==> config.mk <==
export PLATFORM = sky130hd
export DESIGN_NAME = mult_div_unit
export DESIGN_NICKNAME = d
export VERILOG_FILES = /design/src/rtl/mult_div_pkg.sv /design/src/rtl/mult_div_unit_twos_negate.sv /design/src/rtl/mult_div_unit.sv
export SDC_FILE = /design/constraint.sdc
export NUM_CORES = 1
export LEC_CHECK = 0
export BUFFER_PORTS_ARGS = -buffer_cell sky130_fd_sc_hd__buf_2
export CAP_MARGIN = 15
export CORE_ASPECT_RATIO = 0.75
export CORE_MARGIN = 2
export CORE_UTILIZATION = 40
export DETAILED_ROUTE_END_ITERATION = 8
export GPL_ROUTABILITY_DRIVEN = 1
export SYNTH_ARGS = -nofsm -noshare
export SYNTH_HDL_FRONTEND = slang
export SYNTH_SLANG_ARGS = --single-unit
==> constraint.sdc <==
create_clock -name clock -period 6.75 [get_ports clock]
set_input_delay 1.35 -clock clock [delete_from_list [all_inputs] [get_ports clock]]
set_output_delay 1.35 -clock clock [all_outputs]
set_load 0.02 [all_outputs]
==> src/rtl/mult_div_pkg.sv <==
// Shared op encodings, FSM state type and sizing helper for the multiply/divide unit.
package mult_div_pkg;

    localparam logic [1:0] OP_MULT  = 2'd0;
    localparam logic [1:0] OP_MULTU = 2'd1;
    localparam logic [1:0] OP_DIV   = 2'd2;
    localparam logic [1:0] OP_DIVU  = 2'd3;

    typedef enum logic [1:0] {
        IDLE,
        RUN,
        FINISH
    } state_t;

    // One extra bit so the counter can reach DATA_WIDTH itself without wrapping.
    function automatic int counterWidth(input int dataWidth);
        return $clog2(dataWidth) + 1;
    endfunction

endpackage

==> src/rtl/mult_div_unit_twos_negate.sv <==
// Combinational two's-complement negation, used for operand magnitudes and result sign fixup.
module twos_negate #(
    parameter int WIDTH = 32
) (
    input  logic [WIDTH-1:0] i_value,
    output logic [WIDTH-1:0] o_value
);

    assign o_value = ~i_value + WIDTH'(1);

endmodule

==> src/rtl/mult_div_unit.sv <==
// Iterative radix-2 multiply/divide unit with architectural HI/LO registers.
// Signed MULT/DIV support is built only when MULT_DIV_SIGNED_EN is defined.
module mult_div_unit
    import mult_div_pkg::*;
#(
    parameter int DATA_WIDTH = 32
) (
    input  logic                  clock,
    input  logic                  reset,
    input  logic                  start,
    input  logic [1:0]            op,
    input  logic [DATA_WIDTH-1:0] a,
    input  logic [DATA_WIDTH-1:0] b,
    input  logic                  hiWrite,
    input  logic                  loWrite,
    input  logic [DATA_WIDTH-1:0] writeData,
    output logic                  busy,
    output logic                  done,
    output logic                  divByZero,
    output logic [DATA_WIDTH-1:0] hi,
    output logic [DATA_WIDTH-1:0] lo
);

    localparam int W     = DATA_WIDTH;
    localparam int CNT_W = counterWidth(DATA_WIDTH);

    state_t           r_state;
    state_t           w_nextState;
    logic             r_busy;
    logic             r_done;
    logic             r_divByZero;
    logic             r_isDiv;
    logic             r_divZero;
    logic [W-1:0]     r_hi;
    logic [W-1:0]     r_lo;
    logic [W-1:0]     r_operand;
    logic [2*W-1:0]   r_acc;
    logic [W:0]       r_rem;
    logic [CNT_W-1:0] r_count;

    logic             w_startDiv;
    logic [W-1:0]     w_opA;
    logic [W-1:0]     w_opB;
    logic [W:0]       w_mulSum;
    logic [W:0]       w_partial;
    logic [W:0]       w_trial;
    logic             w_geq;
    logic [W-1:0]     w_resHi;
    logic [W-1:0]     w_resLo;

    assign w_startDiv = (op == OP_DIV) || (op == OP_DIVU);

    always_ff @(posedge clock) begin
        if (reset) begin
            r_state <= IDLE;
        end else begin
            r_state <= w_nextState;
        end
    end

    always_comb begin
        w_nextState = r_state;
        case (r_state)
            IDLE:    if (start) w_nextState = RUN;
            RUN:     if (r_count == CNT_W'(W - 1)) w_nextState = FINISH;
            FINISH:  w_nextState = IDLE;
            default: w_nextState = IDLE;
        endcase
    end

    // Multiply: LSB of the accumulator selects whether the multiplicand joins the upper half.
    assign w_mulSum  = {1'b0, r_acc[2*W-1:W]} + (r_acc[0] ? {1'b0, r_operand} : '0);
    // Divide: dividend bits leave the top of the quotient field and enter the partial remainder.
    assign w_partial = {r_rem[W-1:0], r_acc[W-1]};
    assign w_trial   = w_partial - {1'b0, r_operand};
    assign w_geq     = r_rem[W] | (w_partial >= {1'b0, r_operand});

`ifdef MULT_DIV_SIGNED_EN
    logic           w_signedOp;
    logic           r_negRes;
    logic           r_negRem;
    logic [W-1:0]   w_negA;
    logic [W-1:0]   w_negB;
    logic [W-1:0]   w_negQuot;
    logic [W-1:0]   w_negRem;
    logic [2*W-1:0] w_negProd;

    assign w_signedOp = (op == OP_MULT) || (op == OP_DIV);

    twos_negate #(.WIDTH(W))     uNegA    (.i_value(a),              .o_value(w_negA));
    twos_negate #(.WIDTH(W))     uNegB    (.i_value(b),              .o_value(w_negB));
    twos_negate #(.WIDTH(2*W))   uNegProd (.i_value(r_acc),          .o_value(w_negProd));
    twos_negate #(.WIDTH(W))     uNegQuot (.i_value(r_acc[W-1:0]),   .o_value(w_negQuot));
    twos_negate #(.WIDTH(W))     uNegRem  (.i_value(r_rem[W-1:0]),   .o_value(w_negRem));

    assign w_opA = (w_signedOp && a[W-1]) ? w_negA : a;
    assign w_opB = (w_signedOp && b[W-1]) ? w_negB : b;

    always_ff @(posedge clock) begin
        if (reset) begin
            r_negRes <= 1'b0;
            r_negRem <= 1'b0;
        end else if (r_state == IDLE && start) begin
            r_negRes <= w_signedOp && (a[W-1] ^ b[W-1]);
            r_negRem <= w_signedOp && a[W-1];
        end
    end

    // Divide-by-zero still yields the negated |a| in HI, which restores the original dividend.
    always_comb begin
        w_resHi = '0;
        w_resLo = '0;
        if (r_isDiv) begin
            w_resHi = r_negRem ? w_negRem : r_rem[W-1:0];
            w_resLo = r_divZero ? '1 : (r_negRes ? w_negQuot : r_acc[W-1:0]);
        end else begin
            w_resHi = r_negRes ? w_negProd[2*W-1:W] : r_acc[2*W-1:W];
            w_resLo = r_negRes ? w_negProd[W-1:0]   : r_acc[W-1:0];
        end
    end
`else
    assign w_opA = a;
    assign w_opB = b;

    always_comb begin
        w_resHi = '0;
        w_resLo = '0;
        if (r_isDiv) begin
            w_resHi = r_rem[W-1:0];
            w_resLo = r_divZero ? '1 : r_acc[W-1:0];
        end else begin
            w_resHi = r_acc[2*W-1:W];
            w_resLo = r_acc[W-1:0];
        end
    end
`endif

    always_ff @(posedge clock) begin
        if (reset) begin
            r_busy      <= 1'b0;
            r_done      <= 1'b0;
            r_divByZero <= 1'b0;
            r_isDiv     <= 1'b0;
            r_divZero   <= 1'b0;
            r_hi        <= '0;
            r_lo        <= '0;
            r_operand   <= '0;
            r_acc       <= '0;
            r_rem       <= '0;
            r_count     <= '0;
        end else begin
            r_done      <= 1'b0;
            r_divByZero <= 1'b0;
            case (r_state)
                IDLE: begin
                    if (hiWrite) r_hi <= writeData;
                    if (loWrite) r_lo <= writeData;
                    if (start) begin
                        r_busy    <= 1'b1;
                        r_isDiv   <= w_startDiv;
                        r_divZero <= w_startDiv && (b == '0);
                        r_operand <= w_startDiv ? w_opB : w_opA;
                        r_acc     <= {{W{1'b0}}, (w_startDiv ? w_opA : w_opB)};
                        r_rem     <= '0;
                        r_count   <= '0;
                    end
                end
                RUN: begin
                    r_count <= r_count + CNT_W'(1);
                    if (r_isDiv) begin
                        r_acc <= {r_acc[2*W-1:W], r_acc[W-2:0], w_geq};
                        r_rem <= w_geq ? w_trial : w_partial;
                    end else begin
                        r_acc <= {w_mulSum, r_acc[W-1:1]};
                    end
                end
                FINISH: begin
                    r_busy      <= 1'b0;
                    r_done      <= 1'b1;
                    r_divByZero <= r_divZero;
                    r_hi        <= w_resHi;
                    r_lo        <= w_resLo;
                end
                default: r_busy <= 1'b0;
            endcase
        end
    end

    assign busy      = r_busy;
    assign done      = r_done;
    assign divByZero = r_divByZero;
    assign hi        = r_hi;
    assign lo        = r_lo;

endmodule

==> impl_metrics.toml <==
[worst_hold_path]
min_from = "lo[27]"
hold_end = "lo[27]"
min_path_type = "reg -> reg"
holdPathStages = 2

[drt]
vias_per_cell = 5.79
num_vias = 12339
dr.pass1.iters = 8
routedWlPerCell_um = 19.6
drc = 0
ant_nets = 0
dr.first_iter.drc_count = 942
drt_wl_total_um = 41700

[critical_path]
crit_required_ps = 7210
critPathSlowestCell = "or4_1"
path_max_fanout = 14
worstSetupStartpointType = "flop"
crit_path_max_incr_delay_ps = 640
r2r_start = "r_operand[1]"
cp_common_cell = "a31oi_2"
arrival_ps = 4000
reg2reg_to = "r_rem[31]"
crit_path_end_kind = "flop"
cp_top_family = "compound AO/OA/AOI/OAI gates"
path_cells = "inv_1, ha_1, nor2b_1, o31a_1, o21ai_0, nand2b_1, a31oi_2, o31ai_2, a31oi_2, or4_1, nand2_1"
crit_buf_inv = 1
r2r_cells = 11
path_class = "reg -> reg"
rrSetupSlack_ps = 3200

[floorplan]
pin_count = 170
dieWidth_um = 213
die_area_um2 = 34100
rows = 57
core_area_um2 = 32200
fp.dieH_um = 160
initial_core_util = 0.405

[grt]
grt_max_degree = 99
grt_overflow_total = 0
grt_usage = 0.239
grt_pass1_wl_um = 64700
antenna_found_initial = 1
first_global_vias = 11287

[power_and_ir_drop]
p_leak_nw = 6.22
ir_drop_mv = 0.208
p_per_area_nw_per_um2 = 213

[clocking]
cts_resized = 0
cts_buffer_depth = 3
numCtsBuffers = 23
clk_latency_ps = 520
cts_post_setup_buffers_inserted = 0
cts.sink_count = 206
hold_buffers = 0
cts_tree = "built"
cts-root-buf = "clkbuf_16"
clk_pin_slew_ps = 60
htreeDepth = 1

[finish]
drive_gt1_frac = 0.151
area_growth_pct = 14.2
fin_nets = 1843
final_cells = 2131
design_area_um2 = 14900

[timing]
relSlewSlack = 0.296
clock.fmax_mhz = 282
post-route-period-util = 0.526
tns_ps = 0
setup_viol = 0
drv_slew = 0
worst_slew_pin_slew_ps = 1050
period_needed_ps = 3550
fin_skew_ps = 19.7
rsz0062_at_grt = "no"
finalHoldViolations = 0

[synthesis]
ys_top_cells_by_count = "dfxtp_1 (206), nor2_1 (187), mux2i_1 (147)"
netlist_area_um2 = 13100
synthSimpleGateAreaFrac = 0.151
yosys_warnings = 0
syn_nets = 1749
syn_inst = 1579
synthXorXnorAreaFrac = 0.0356
synth_compound_area_frac = 0.269
synth_area_leaders = "dfxtp_1 (32%), mux2i_1 (11%), a211oi_1 (7.4%)"
synth_top_area_frac = 0.316
synth_cell_types = 76
synth-async-reset-ratio = 0
yosys.area.top_type = "dfxtp_1"
ys_ff_latch = 206
ys.flop_type = "dfxtp_1"
synth-edff-count = 0
syn_avg_cell_area_um2 = 8.26
synth.area.mux_share = 0.114
yosysSeqAreaShare = 0.316
synth_fa_ha_area_frac = 0.0654
synth.most_common_cell = "dfxtp_1"
synth_top_family_by_area = "compound AO/OA/AOI/OAI gates"

[outcome]
status = "finished, final reports clean"

[run]
maxCapViolCount = 0

[placement]
gp_congestion = 0.887
dpl.hpwl_um = 30100
port_buffers = 168
placed_cell_area_um2 = 14200
placed_cells = 2090
==> registers in the layout (all words and copies together) (netlist names) <==
register / flops
r_state: 2
divByZero: 1
r_isDiv: 1
done: 1
r_divZero: 1
r_acc: 64
lo: 32
r_rem: 33
hi: 32
r_operand: 32
r_count: 6
busy: 1
==> how the worst max path moves through the flow <==
stage / start / end / cells after the start
floorplan: op[1] / r_acc[18] / 7
global route: r_operand[10] / r_rem[22] / 11
finish: r_operand[1] / r_rem[31] / 11
CTS: r_operand[1] / r_rem[31] / 11
global placement: reset / r_rem[31] / 6
detailed placement: reset / r_rem[31] / 6
==> power breakdown <==
group | internal [W] | switching, W | total, W | leakage [nW]
logic | 0.000220 | 0.000367 | 0.000587 | 4.18
registers | 0.00128 | 0.0000645 | 0.00134 | 1.69
clock network | 0.000709 | 0.000533 | 0.00124 | 0.352
==> worst reg2reg max path, stage by stage (launching register included) <==
cell	delay [ps]
dfxtp_1	470
inv_1	80
ha_1	300
nor2b_1	190
o31a_1	210
o21ai_0	110
nand2b_1	200
a31oi_2	200
o31ai_2	530
a31oi_2	490
or4_1	640
nand2_1	70
==> cell families after synthesis <==
family	Yosys count
AOI/OAI and AO/OA	510
and+or+nand+nor	431
DFF	206
buffers and inverters	163
muxes	149
adders and majority gates	67
xor gates and xnor gates	53
==> final cells by class <==
class,count,area [um^2]
flip-flops and latches,206,4130
clock buffers,32,649
inverters,47,176
well taps,442,553
multi-input cells,1210,8350
diodes,1,2.50
repair buffers,185,973
clock inverters,8,73.8
fillers,3276,17300
==> per-layer routing <==
layer | track usage | part of all wire | up-vias
met5 | 0 | 0 | -
met4 | 0.0569 | 0.025 | 0
met3 | 0.0332 | 0.053 | 54
met2 | 0.369 | 0.44 | 350
met1 | 0.350 | 0.49 | 5930
li1 | - | - | 6005
==> layout by cell type (no fill, tap or decap), types with 10 or more instances in the layout <==
| cell | n |
|---|---|
| a211oi_1 | 128 |
| a21o_1 | 31 |
| a21oi_1 | 136 |
| a22o_1 | 11 |
| a22oi_1 | 16 |
| a32oi_1 | 13 |
| and2_1 | 37 |
| buf_2 | 166 |
| buf_4 | 19 |
| clkbuf_16 | 23 |
| dfxtp_1 | 205 |
| ha_1 | 65 |
| inv_1 | 47 |
| mux2i_1 | 147 |
| nand2_1 | 108 |
| nand3_1 | 18 |
| nand4_1 | 10 |
| nor2_1 | 184 |
| nor3_1 | 13 |
| nor4_1 | 10 |
| o21a_1 | 12 |
| o21ai_0 | 27 |
| o21ai_1 | 34 |
| o221ai_1 | 32 |
| xnor2_1 | 30 |
| xor2_1 | 23 |
==> through the flow <==
| stage | setup slack, ps | power (W) | utilization | hold slack (ps) |
|---|---|---|---|---|
| global placement | 2790 | 0.00194 | 0.440 | 439 |
| CTS | 3250 | 0.00318 | 0.462 | 451 |
| finish | 3200 | 0.00317 | 0.463 | 447 |
| detailed placement | 2800 | 0.00195 | 0.440 | 443 |
| floorplan | 3700 | 0.00176 | - | 435 |
| global route | 2990 | 0.00330 | 0.463 | 473 |
Power figures use the tool's default switching activity.
